--- config.mk ---
export PLATFORM = sky130hd
export DESIGN_NAME = regfile_wb_ctrl_flat
export DESIGN_NICKNAME = d
export VERILOG_FILES = /design/src/rtl/regfile_wb_ctrl_if.sv /design/src/rtl/regfile_wb_ctrl.sv /design/src/flat_wrapper.sv
export SDC_FILE = /design/constraint.sdc
export NUM_CORES = 1
export LEC_CHECK = 0
export ABC_CLOCK_PERIOD_IN_PS = 4600
export BUFFER_PORTS_ARGS = -buffer_cell sky130_fd_sc_hd__buf_2
export CELL_PAD_IN_SITES_DETAIL_PLACEMENT = 1
export CELL_PAD_IN_SITES_GLOBAL_PLACEMENT = 2
export CORE_UTILIZATION = 26
export DETAILED_ROUTE_END_ITERATION = 8
export GPL_ROUTABILITY_DRIVEN = 0
export PLACE_DENSITY_LB_ADDON = 0.1
export SKIP_LAST_GASP = 1
export SLEW_MARGIN = 40
export SYNTH_ARGS = -nofsm -noshare
export SYNTH_HDL_FRONTEND = slang
export SYNTH_SLANG_ARGS = --single-unit
--- constraint.sdc ---
create_clock -name Clk -period 4.6 [get_ports Clk]
set_input_delay 0.23 -clock Clk [delete_from_list [all_inputs] [get_ports Clk]]
set_output_delay 0.23 -clock Clk [all_outputs]
set_load 0.02 [all_outputs]
--- src/rtl/regfile_wb_ctrl_if.sv ---
// Writeback requester bundle for the LC-3 register-file write port.
// ALU, load and debug writers plus the decode-stage reservation.
interface regfile_wb_ctrl_if #(
  parameter int DATA_W = 16,
  parameter int ADDR_W = 3
);
  logic              alu_valid;
  logic              alu_ready;
  logic [ADDR_W-1:0] alu_dr;
  logic [DATA_W-1:0] alu_data;
  logic              mem_valid;
  logic              mem_ready;
  logic [ADDR_W-1:0] mem_dr;
  logic [DATA_W-1:0] mem_data;
  logic              dbg_valid;
  logic              dbg_ready;
  logic [ADDR_W-1:0] dbg_dr;
  logic [DATA_W-1:0] dbg_data;
  logic              rsv_valid;
  logic [ADDR_W-1:0] rsv_dr;

  modport master (
    output alu_valid, alu_dr, alu_data,
    output mem_valid, mem_dr, mem_data,
    output dbg_valid, dbg_dr, dbg_data,
    output rsv_valid, rsv_dr,
    input  alu_ready, mem_ready, dbg_ready
  );

  modport slave (
    input  alu_valid, alu_dr, alu_data,
    input  mem_valid, mem_dr, mem_data,
    input  dbg_valid, dbg_dr, dbg_data,
    input  rsv_valid, rsv_dr,
    output alu_ready, mem_ready, dbg_ready
  );
endinterface

--- src/rtl/regfile_wb_ctrl.sv ---
// LC-3 register-file write-port arbiter with sequenced R1-R7 clear
// and a pending-write scoreboard for decode hazard stalls.
module regfile_wb_ctrl #(
  parameter int DATA_W = 16,
  parameter int ADDR_W = 3
) (
  input  logic                 Clk,
  input  logic                 Reset,
  input  logic                 clr_start,
  regfile_wb_ctrl_if.slave     req,
  output logic                 Load,
  output logic [ADDR_W-1:0]    DR,
  output logic [DATA_W-1:0]    Din,
  output logic [2**ADDR_W-1:0] busy,
  output logic                 clr_busy
);

  localparam int NREG = 2**ADDR_W;
  localparam logic [ADDR_W-1:0] CNT_ONE  = ADDR_W'(1);
  localparam logic [ADDR_W-1:0] CNT_LAST = '1;

  typedef enum logic {CLEAR, RUN} state_t;

  state_t            state;
  state_t            state_nxt;
  logic [ADDR_W-1:0] cnt;
  logic              rr_mem;
  logic              gnt_alu;
  logic              gnt_mem;
  logic              gnt_dbg;
  logic              xfer;
  logic [ADDR_W-1:0] sel_dr;
  logic [DATA_W-1:0] sel_data;
  logic [NREG-1:0]   clr_mask;
  logic [NREG-1:0]   set_mask;
  logic [NREG-1:0]   busy_nxt;

  always_comb begin
    state_nxt = state;
    gnt_alu   = 1'b0;
    gnt_mem   = 1'b0;
    gnt_dbg   = 1'b0;
    unique case (state)
      CLEAR: begin
        if (cnt == CNT_LAST) state_nxt = RUN;
      end
      RUN: begin
        if (clr_start) begin
          state_nxt = CLEAR;
        end else begin
          // rr_mem set means memory wins the next ALU/memory tie
          unique case (1'b1)
            req.alu_valid && req.mem_valid: begin
              gnt_mem = rr_mem;
              gnt_alu = !rr_mem;
            end
            req.alu_valid && !req.mem_valid:
              gnt_alu = 1'b1;
            !req.alu_valid && req.mem_valid:
              gnt_mem = 1'b1;
            !req.alu_valid && !req.mem_valid && req.dbg_valid:
              gnt_dbg = 1'b1;
            default: ;
          endcase
        end
      end
      default: ;
    endcase
  end

  assign req.alu_ready = gnt_alu;
  assign req.mem_ready = gnt_mem;
  assign req.dbg_ready = gnt_dbg;
  assign xfer          = gnt_alu | gnt_mem | gnt_dbg;
  assign clr_busy      = (state == CLEAR);

  always_comb begin
    sel_dr   = '0;
    sel_data = '0;
    unique case (1'b1)
      gnt_alu: begin
        sel_dr   = req.alu_dr;
        sel_data = req.alu_data;
      end
      gnt_mem: begin
        sel_dr   = req.mem_dr;
        sel_data = req.mem_data;
      end
      gnt_dbg: begin
        sel_dr   = req.dbg_dr;
        sel_data = req.dbg_data;
      end
      default: ;
    endcase
  end

  // set is applied after clear so a same-cycle reservation wins
  always_comb begin
    clr_mask = '0;
    set_mask = '0;
    if (xfer) clr_mask[sel_dr] = 1'b1;
    if (req.rsv_valid) set_mask[req.rsv_dr] = 1'b1;
    busy_nxt = (busy & ~clr_mask) | set_mask;
    busy_nxt[0] = 1'b0;
  end

  always_ff @(posedge Clk or negedge Reset) begin
    if (!Reset) begin
      state  <= CLEAR;
      cnt    <= CNT_ONE;
      rr_mem <= 1'b1;
      Load   <= 1'b0;
      DR     <= '0;
      Din    <= '0;
      busy   <= '0;
    end else begin
      state <= state_nxt;
      unique case (state)
        CLEAR: begin
          Load <= 1'b1;
          DR   <= cnt;
          Din  <= '0;
          cnt  <= cnt + CNT_ONE;
          busy <= '0;
        end
        RUN: begin
          if (clr_start) begin
            cnt  <= CNT_ONE;
            Load <= 1'b0;
            busy <= '0;
          end else begin
            Load <= xfer && (sel_dr != '0);
            if (xfer && (sel_dr != '0)) begin
              DR  <= sel_dr;
              Din <= sel_data;
            end
            if (gnt_alu) rr_mem <= 1'b1;
            if (gnt_mem) rr_mem <= 1'b0;
            busy <= busy_nxt;
          end
        end
        default: ;
      endcase
    end
  end

endmodule

--- src/flat_wrapper.sv ---
// flat-port wrapper written by rule: the top's interface ports become plain ports
module regfile_wb_ctrl_flat 
#(
  parameter int DATA_W = 16,
  parameter int ADDR_W = 3
)
  (Clk, Reset, clr_start, Load, DR, Din, busy, clr_busy, req_alu_valid, req_alu_dr, req_alu_data, req_mem_valid, req_mem_dr, req_mem_data, req_dbg_valid, req_dbg_dr, req_dbg_data, req_rsv_valid, req_rsv_dr, req_alu_ready, req_mem_ready, req_dbg_ready);
  regfile_wb_ctrl_if #(.DATA_W(DATA_W), .ADDR_W(ADDR_W)) req_i ();
  input  logic Clk;
  input  logic Reset;
  input  logic clr_start;
  output logic Load;
  output logic [ADDR_W-1:0] DR;
  output logic [DATA_W-1:0] Din;
  output logic [2**ADDR_W-1:0] busy;
  output logic clr_busy;
  input wire logic [$bits(req_i.alu_valid)-1:0] req_alu_valid;
  input wire logic [$bits(req_i.alu_dr)-1:0] req_alu_dr;
  input wire logic [$bits(req_i.alu_data)-1:0] req_alu_data;
  input wire logic [$bits(req_i.mem_valid)-1:0] req_mem_valid;
  input wire logic [$bits(req_i.mem_dr)-1:0] req_mem_dr;
  input wire logic [$bits(req_i.mem_data)-1:0] req_mem_data;
  input wire logic [$bits(req_i.dbg_valid)-1:0] req_dbg_valid;
  input wire logic [$bits(req_i.dbg_dr)-1:0] req_dbg_dr;
  input wire logic [$bits(req_i.dbg_data)-1:0] req_dbg_data;
  input wire logic [$bits(req_i.rsv_valid)-1:0] req_rsv_valid;
  input wire logic [$bits(req_i.rsv_dr)-1:0] req_rsv_dr;
  output wire logic [$bits(req_i.alu_ready)-1:0] req_alu_ready;
  output wire logic [$bits(req_i.mem_ready)-1:0] req_mem_ready;
  output wire logic [$bits(req_i.dbg_ready)-1:0] req_dbg_ready;
  assign req_i.alu_valid = req_alu_valid;
  assign req_i.alu_dr = req_alu_dr;
  assign req_i.alu_data = req_alu_data;
  assign req_i.mem_valid = req_mem_valid;
  assign req_i.mem_dr = req_mem_dr;
  assign req_i.mem_data = req_mem_data;
  assign req_i.dbg_valid = req_dbg_valid;
  assign req_i.dbg_dr = req_dbg_dr;
  assign req_i.dbg_data = req_dbg_data;
  assign req_i.rsv_valid = req_rsv_valid;
  assign req_i.rsv_dr = req_rsv_dr;
  assign req_alu_ready = req_i.alu_ready;
  assign req_mem_ready = req_i.mem_ready;
  assign req_dbg_ready = req_i.dbg_ready;
  regfile_wb_ctrl #(.DATA_W(DATA_W), .ADDR_W(ADDR_W)) u_core (.Clk(Clk), .Reset(Reset), .clr_start(clr_start), .req(req_i), .Load(Load), .DR(DR), .Din(Din), .busy(busy), .clr_busy(clr_busy));
endmodule
==> results of run 1 <==
## Yosys cell counts (3+ instances only)
| cell | count |
|---|---|
| nor2_1 | 8 |
| nand3_1 | 3 |
| a21oi_1 | 20 |
| nand4_1 | 3 |
| clkbuf_1 | 9 |
| nand2b_1 | 4 |
| buf_6 | 3 |
| a22o_1 | 18 |
| inv_1 | 3 |
| dfrtp_1 | 30 |
| a31oi_1 | 4 |
| nand2_1 | 21 |
| mux2i_1 | 16 |
## cell type report
| type | instances | area, um2 |
|---|---|---|
| fillers | 767 | 4040 |
| multi-input cells | 125 | 863 |
| flip-flops and latches | 32 | 803 |
| repair buffers | 102 | 528 |
| well taps | 77 | 96.3 |
| clock buffers | 7 | 76.3 |
| inverters | 3 | 11.3 |
| clock inverters | 1 | 5.00 |
## tightest hold or removal path: cells and delay by family
| family | cells | cell delay (ps) |
|---|---|---|
| compound gates | 1 | 60 |
| buf+inv | 1 | 120 |
| simple gates | 1 | 70 |
## power by group through the flow
stage	clock [mW]	sequential (mW)	combinational [mW]
5_1_grt	0.227	0.364	0.366
3_3_place_gp	0	0.361	0.333
3_5_place_dp	0	0.363	0.336
6_report	0.209	0.358	0.331
2_1_floorplan	0	0.381	0.207
4_1_cts	0.216	0.357	0.338
## metal layers
layer  vias to the layer above  track usage, %
met4                         0            4.23
met2                        69            27.6
met5                         -               0
met3                         4            4.65
li1                        830               -
met1                       828            20.3
## cell families (layout without fill, tap and decap cells)
family                   Yosys count  in the layout  share of synthesized area, %
AND/OR/NAND/NOR                   51             51                          15.6
buffers and inverters             17            113                          5.23
adder cells (fa/ha/maj)            2              2                          1.43
multiplexers                      16             16                          9.16
flip-flops                        32             32                          46.0
AO/OA/AOI/OAI                     55             55                          22.4
other                              1              1                         0.215
## repair_timing
| item | 4_1_cts | 5_1_grt |
|---|---|---|
| gates resized for setup | 0 | 0 |
| endpoints found under the hold margin | 0 | 30 |
| hold buffers | 0 | 1 |
| setup buffers | 0 | 0 |
## flip-flops by register name (all words and copies together), names as in the netlist
signal / count
u_core.rr_mem: 1
u_core.state: 1
u_core.Load: 1
u_core.cnt: 3
u_core.busy: 7
u_core.DR: 3
u_core.Din: 16
## worst paths after layout
check                               from             end  slack [ps]  cells after the start
max in group asynchronous          Reset   u_core.rr_mem        3830                      2
setup reg to reg            u_core.state   u_core.Din[9]        2120                      5
hold reg to reg            u_core.rr_mem   u_core.rr_mem         530                      2
hold / removal             req_rsv_dr[0]  u_core.busy[5]         230                      3
min in group asynchronous          Reset  u_core.busy[2]         430                      2
setup / recovery            u_core.state   u_core.Din[9]        2120                      5
==> metrics.txt, run 1 <==
Post-Syn Nets 243; Tmin final 2480 ps; status complete, but fails checks; Synth async-reset ratio 100%; I/O pin total 99; Final Cell Area 2380 um2; DR WL met2 2630 um; H-tree depth 2; CTS Sinks 32; CTS buffer count 5; crit-path max FO 22; Total Power 897 uW; Primary FF master, synth dfrtp_1; Placement Setup Slack 1920 ps; Die X 84.0 um; crit end category flop; vias 1731; pin count of the biggest net entering global routing 33; Worst Path Buf+Inv 0; area share of the largest cell type after synthesis 42.9%; die footprint 7050 um2; Distinct cells, synth 36; switching share of power 35.8%; highest routed layer met4; GRT Util Overall 16.3%; fin crit share 54.0%; commonest non-fill, non-tap cell in the layout buf_2; chip height 84.0 um; Critical Path AT 2670 ps; failing checks DRC; Hold Vio Cnt, Final 0; Hold WS 231 ps; Switch Pwr 321 uW; Slew headroom 54.8%; CTS tree done; CP delay by family, top simple AND/OR/NAND/NOR gates; Post-Route M1 WL 2440 um; Yosys top cell by area dfrtp_1; Ant. Diodes 0; fin nets 338; total grt overflow 0; Met3 Wirelength 373 um; WS Path Type flop to flop; Port Buffers 97; Core Util, Final 37.1%; antenna-violating nets left 0; core box area 6420 um2; Worst path max stage delay 610 ps; Area Growth Syn to Fin 36.4%; Final WS setup 2120 ps; Finished Layout Cells 347; Clock Latency Late Sink 280 ps; Max Buffers Root-to-Sink 2; WL per Instance 15.8 um; sequential share of power 39.9%; Worst Tran Pin Value 678 ps; top cells by area, synth dfrtp_1, mux2i_1, a22o_1, a21oi_1, nand2_1; CTS root buf clkbuf_8; RSZ-0062 raised after global routing no; Reg clk slew, reported paths 70 ps; cells after synthesis 174; initial antenna violation count 0; Starting DRT DRC Count 55; mapped cell area 1750 um2; Synth Register Bits 32; min-delay worst type primary input to flop; most frequent cells in the layout buf_2, dfrtp_1, nand2_1; Critical Path RT 4790 ps; CP cell instances nor2b_4 > and3_2 > a221oi_2 > nand3_2 > mux2i_1; drt total wl 5490 um; clock skew 7.67 ps; CP max stage cell nand3_2; final setup violation count 0; first drt pass iteration count 6; # DRC 11; startpoint types flop; Combinational Power Share 36.9%; Rows 29; vias in the first global route 1764; Cell Int Power 576 uW; fmax 403 MHz; Worst VDD drop 0.109 mV; sequential area share after synthesis 46.0%; PD cells 376 nW/um2; DPL Wire Length 4130 um; Placed Area 2290 um2; Leak Pwr 1.19 nW; fin. max-slew vios 0; max cap viols 0; via/cell ratio 4.99; share of layout cells above drive strength 1 42.6%; syn_area_per_cell 10.0 um2; Syn. warnings 0; first-pass GRT wire length 8920 um; Post-synth EDFFs 0; Starting Density 27.2%; TNS Setup 0 ps; clock group share of total power 23.3%; Placed Cells incl. Taps 338
No activity file was read; power rests on OpenSTA's default activity.
==> run 2: changes to the inputs <==
--- a/config.mk
+++ b/config.mk
@@ -5,11 +5,11 @@
 export SDC_FILE = /design/constraint.sdc
 export NUM_CORES = 1
 export LEC_CHECK = 0
-export ABC_CLOCK_PERIOD_IN_PS = 4600
+export ABC_CLOCK_PERIOD_IN_PS = 2050
 export BUFFER_PORTS_ARGS = -buffer_cell sky130_fd_sc_hd__buf_2
 export CELL_PAD_IN_SITES_DETAIL_PLACEMENT = 1
 export CELL_PAD_IN_SITES_GLOBAL_PLACEMENT = 2
-export CORE_UTILIZATION = 26
+export CORE_UTILIZATION = 22
 export DETAILED_ROUTE_END_ITERATION = 8
 export GPL_ROUTABILITY_DRIVEN = 0
 export PLACE_DENSITY_LB_ADDON = 0.1
==> constraint.sdc (replaced) <==
create_clock -name Clk -period 2.05 [get_ports Clk]
set_input_delay 0.1025 -clock Clk [delete_from_list [all_inputs] [get_ports Clk]]
set_output_delay 0.1025 -clock Clk [all_outputs]
set_load 0.02 [all_outputs]
==> run 2 against run 1 <==
Against the previous run:
- the flow now finishes without violations
- sequential power grew 130%
- via count shrank 1.0%
- worst hold slack lost 140 ps
- global-route usage shrank 2.3 points
- core utilization shrank 4.7 points
==> metrics.txt, run 2 (synthesis results as in run 1) <==
Final Cell Area 2490 um2; Worst R2R Setup Slack 130 ps; Tmin final 1920 ps; crit-path max FO 11; Hold Vio Cnt, Final 0; CTS buffer count 5; H-tree depth 2; WS Path Type flop to flop; RSZ-0062 raised after global routing no; Reg2Reg Depth 6; initial antenna violation count 0; clock skew 6.11 ps; Rows 32; # Post-CTS Setup Buffers 0; Port Buffers 97; DPL Wire Length 4380 um; filler instances 939; Worst path max stage delay 430 ps; R2R Path Start u_core.state; CTS root buf clkbuf_8; largest registers u_core.Din: 16 flops, u_core.busy: 7 flops; startpoint types flop; crit end category flop; WL per Instance 14.7 um; Starting DRT DRC Count 35; CTS tree done; vias in the first global route 1853; first drt pass iteration count 4; Die X 91.1 um; PD cells 827 nW/um2; min-delay worst type primary input to flop; Starting Density 22.7%; max reg flops 16; drt total wl 5590 um; Ant. Diodes 0; most frequent cells in the layout buf_2, dfrtp_1, nand2_1; share of layout cells above drive strength 1 44.2%; Clock Latency Late Sink 280 ps; Top reg by flops u_core.Din; pin count of the biggest net entering global routing 33; core box area 7690 um2; multi-input logic area 867 um2; status complete, no violations; Reg-to-Reg End u_core.busy[6]; CP cell instances nor2b_4 > and3_1 > a222oi_1 > buf_4 > nor3b_1 > o32ai_1; max cap viols 0; # DRC 0; CTS Sinks 32; chip height 91.1 um; vias 1713; Worst VDD drop 0.319 mV; antenna-violating nets left 0; Critical Path AT 2080 ps; Finished Layout Cells 380; Sequential Area 803 um2; PostCTS Resize Cnt 0; fin crit share 93.7%; CP max stage cell a222oi_1; hold path cells 3; die footprint 8310 um2; Area Growth Syn to Fin 42.5%; Leak Pwr 1.23 nW; total grt overflow 0; via/cell ratio 4.51; WHS Endpoint u_core.busy[5]; commonest non-fill, non-tap cell in the layout buf_2; hold path start req_rsv_dr[0]; Placed Area 2400 um2; Max Buffers Root-to-Sink 2; first-pass GRT wire length 9180 um; fin. max-slew vios 0; I/O pin total 99; Reg clk slew, reported paths 70 ps; final setup violation count 0; Placed Cells incl. Taps 371; fmax 520 MHz; fin nets 346; Critical Path RT 2210 ps; GRT Util Overall 14.1%
-- run 2: worst max-delay path, delay by kind of cell (launching register included) --
family | cells | cell delay (ps)
buf+inv | 1 | 260
simple gates | 3 | 580
flops | 1 | 410
compound gates | 2 | 550
-- run 2: layer usage --
layer | track usage [%] | vias to the layer above | routed length (um) | share of wire [%]
met2 | 23.9 | 56 | 2730 | 49
met5 | 0 | - | 0 | 0
met3 | 3.60 | 8 | 347 | 6.2
li1 | - | 845 | - | -
met1 | 17.4 | 804 | 2450 | 44
met4 | 4.37 | 0 | 65 | 1.2
-- run 2: worst max-delay path by stage --
stage / startpoint / cells past startpoint / slack [ps] / endpoint
final: u_core.state / 6 / 130 / u_core.busy[6]
after global routing: u_core.state / 6 / 30 / u_core.busy[6]
after CTS: u_core.state / 6 / 120 / u_core.busy[6]
after detailed placement: u_core.state / 6 / 120 / u_core.busy[6]
after global placement: u_core.state / 6 / 200 / u_core.busy[1]
after floorplan: u_core.state / 9 / -30 / u_core.Din[10]
-- run 2: report_power, final --
part | internal (mW) | switching, mW | leakage [nW]
sequential | 0.743 | 0.0660 | 0.424
clock | 0.238 | 0.228 | 0.0422
combinational | 0.353 | 0.433 | 0.767
-- run 2: cell type report --
class	instances	area share (%)
Multi-Input combinational cell	125	34.8
Sequential cell	32	32.2
Timing Repair Buffer	110	24.1
Tap cell	102	5.12
Clock buffer	7	3.06
Inverter	3	0.452
Clock inverter	1	0.201
-- run 2: metrics by stage --
step / setup slack (ps) / hold slack, ps / total power, mW / setup TNS, ps / util (%)
after floorplan: -26.7 / -193 / 1.33 / -267 / -
after global placement: 197 / 224 / 1.62 / 0 / 31.2
after detailed placement: 121 / 226 / 1.62 / 0 / 31.2
after CTS: 123 / 77.2 / 2.11 / 0 / 32.4
after global routing: 31.8 / 98.3 / 2.21 / 0 / 32.4
final: 129 / 92.0 / 2.06 / 0 / 32.4
-- run 2: repair_timing --
action | in CTS | in global routing
endpoints found under the hold margin | 30 | 0
hold buffers | 1 | 0
setup endpoints to repair | 0 | 0
==> run 3: changes to the inputs <==
--- a/config.mk
+++ b/config.mk
@@ -5,13 +5,16 @@
 export SDC_FILE = /design/constraint.sdc
 export NUM_CORES = 1
 export LEC_CHECK = 0
+export ABC_AREA = 1
 export ABC_CLOCK_PERIOD_IN_PS = 2050
 export BUFFER_PORTS_ARGS = -buffer_cell sky130_fd_sc_hd__buf_2
 export CELL_PAD_IN_SITES_DETAIL_PLACEMENT = 1
 export CELL_PAD_IN_SITES_GLOBAL_PLACEMENT = 2
-export CORE_UTILIZATION = 22
+export CORE_ASPECT_RATIO = 0.75
+export CORE_UTILIZATION = 21
 export DETAILED_ROUTE_END_ITERATION = 8
 export GPL_ROUTABILITY_DRIVEN = 0
+export GPL_TIMING_DRIVEN = 0
 export PLACE_DENSITY_LB_ADDON = 0.1
 export SKIP_LAST_GASP = 1
 export SLEW_MARGIN = 40
==> run 3 against run 2 <==
Against the previous run:
- sequential share of layout area down 3.7 points
- sequential cell count unchanged
- maximum frequency up 0.83%
- sequential power about the same
- clock-buffer cell count down 1
- worst hold slack better by 40 ps
- cell area up 13%
- total power up 27%
- critical endpoint is now req_alu_ready
==> metrics.txt, run 3 <==
status complete, no violations; Synth async-reset ratio 100%; sequential area share after synthesis 40.8%; GRT Util Overall 14.1%; final setup violation count 0; Tmin final 1910 ps; Commonest cells post-synth nand2_1, nand3_1, dfrtp_1; max reg flops 16; crit-path max FO 10; vias in the first global route 2025; Yosys top cell by area dfrtp_1; fin nets 432; Reg clk slew, reported paths 60 ps; die footprint 9770 um2; sequential share of power 30.9%; fmax 525 MHz; Switch Pwr 947 uW; PD cells 928 nW/um2; Worst Path Buf+Inv 4; CTS tree done; CP delay by family, top buffers and inverters; Die X 114 um; Combinational Power Share 36.9%; Worst path max stage delay 520 ps; WL per Instance 13.2 um; Syn. warnings 0; most frequent cells in the layout nand2_1, buf_2, nand3_1; Leak Pwr 1.54 nW; core box area 9080 um2; CP cell instances inv_1 > nand2_2 > nand2_2 > nand2_1 > clkinvlp_4 > buf_2 > buf_2; Distinct cells, synth 27; Port Buffers 97; crit end category primary output; most frequent cell after synthesis nand2_1; Post-synth EDFFs 0; first drt pass iteration count 4; WS Path Type flop to primary output; Primary FF master, synth dfrtp_1; hold path start req_rsv_dr[0]; Synth Register Bits 32; vias 2000; Top reg by flops u_core.Din; total grt overflow 0; commonest non-fill, non-tap cell in the layout nand2_1; CP max stage cell dfstp_2; # Post-CTS Setup Buffers 0; TNS Setup 0 ps; via/cell ratio 4.07; Ant. Diodes 0; Post-Syn Nets 327; Total Power 2.61 mW; Worst VDD drop 0.431 mV; CTS Sinks 32; switching share of power 36.3%; max cap viols 0; Critical Path AT 1800 ps; startpoint types flop; clock group share of total power 32.2%; syn_area_per_cell 7.63 um2; first-pass GRT wire length 10500 um; DPL Wire Length 5070 um; pin count of the biggest net entering global routing 33; top cells by area, synth dfrtp_1, nand2_1, nand3_2, nand3_1, dfstp_2; Hold Vio Cnt, Final 0; Cell Int Power 1.66 mW; mapped cell area 1970 um2; largest registers u_core.Din: 16 flops, u_core.busy: 7 flops; antenna-violating nets left 0; cells after synthesis 258; H-tree depth 2; Starting Density 21.7%; initial antenna violation count 0; CTS buffer count 5; min-delay worst type primary input to flop; area share of the largest cell type after synthesis 38.1%; share of layout cells above drive strength 1 40.9%; CTS root buf clkbuf_16; Rows 30; drt total wl 6480 um; beginning of the critical path u_core.rr_mem; chip height 85.8 um; Area Growth Syn to Fin 43.0%; # DRC 0; Starting DRT DRC Count 27; Clock Latency Late Sink 280 ps; fin crit share 92.9%; Critical Path RT 1950 ps; Hold WS 132 ps; fin. max-slew vios 0; Max Buffers Root-to-Sink 2; clock skew 6.20 ps; R2R Path Start u_core.rr_mem; I/O pin total 99
-- run 3: what timing repair did --
action                     CTS  global route
setup endpoints to repair    0             6
gates resized for setup      0             5
hold buffers                 1             0
hold endpoints to repair    30             0
-- run 3: path summary, 6_finish.rpt --
path / to / slack, ps / cells after the start
worst max-delay path: req_alu_ready / 140 / 7
worst min-delay path: u_core.busy[4] / 130 / 4
worst max register to register: u_core.Din[6] / 160 / 10
worst min register to register: u_core.Din[0] / 500 / 2
max in group asynchronous: u_core.cnt[0] / 1390 / 2
min in group asynchronous: u_core.Din[0] / 320 / 2
-- run 3: area by class of cell --
cell class / count / area, um2
Tap cell: 128 / 160
Multi-Input combinational cell: 197 / 1010
Buffer: 11 / 97.6
Inverter: 18 / 78.8
Sequential cell: 32 / 803
Clock buffer: 6 / 129
Timing Repair Buffer: 98 / 498
Clock inverter: 2 / 35.0
Fill cell: 1186 / 6270
-- run 3: per-stage QoR --
step                      cells  setup WS, ps  cell area [um2]  utilization [%]
after floorplan             258           463             1970                -
after global placement      483           108             2610             28.8
after detailed placement    483           103             2610             28.8
after CTS                   492          25.6             2790             30.7
after global routing        492         -2.98             2810             31.0
final                       492           145             2810             31.0
-- run 3: kinds of logic (layout without fill, tap and decap cells) --
kind of cell               after synthesis  in the layout  synth area share, %
and+or+nand+nor                        182            182                 45.8
DFF                                     32             32                 40.8
buffers and inverters                   29            135                 8.77
AOI/OAI and AO/OA                       12             12                 3.12
adders and majority gates                2              2                 1.27
other                                    1              1                0.191
-- run 3: metal layers --
metal  up-vias  GRT usage, %  wire length (um)
li1       1041             -                 -
met1       903          19.7              3150
met2        51          20.8              2860
met3         5          4.10               402
met4         0          4.37                69
met5         -             0                 0
-- run 3: tightest hold or removal path: cells and delay by family --
| kind | cells | cell delay (ps) |
|---|---|---|
| and+or+nand+nor | 2 | 120 |
| buffers and inverters | 1 | 90 |
| AOI/OAI and AO/OA | 1 | 60 |
-- run 3: power groups by stage --
| stage | combinational [mW] | sequential, mW | clock (mW) |
|---|---|---|---|
| 2_1_floorplan | 0.612 | 0.867 | 0 |
| 3_5_place_dp | 0.988 | 0.816 | 0 |
| 4_1_cts | 0.988 | 0.807 | 0.875 |
| 6_report | 0.964 | 0.806 | 0.841 |
| 3_3_place_gp | 0.977 | 0.814 | 0 |
| 5_1_grt | 1.09 | 0.818 | 0.901 |
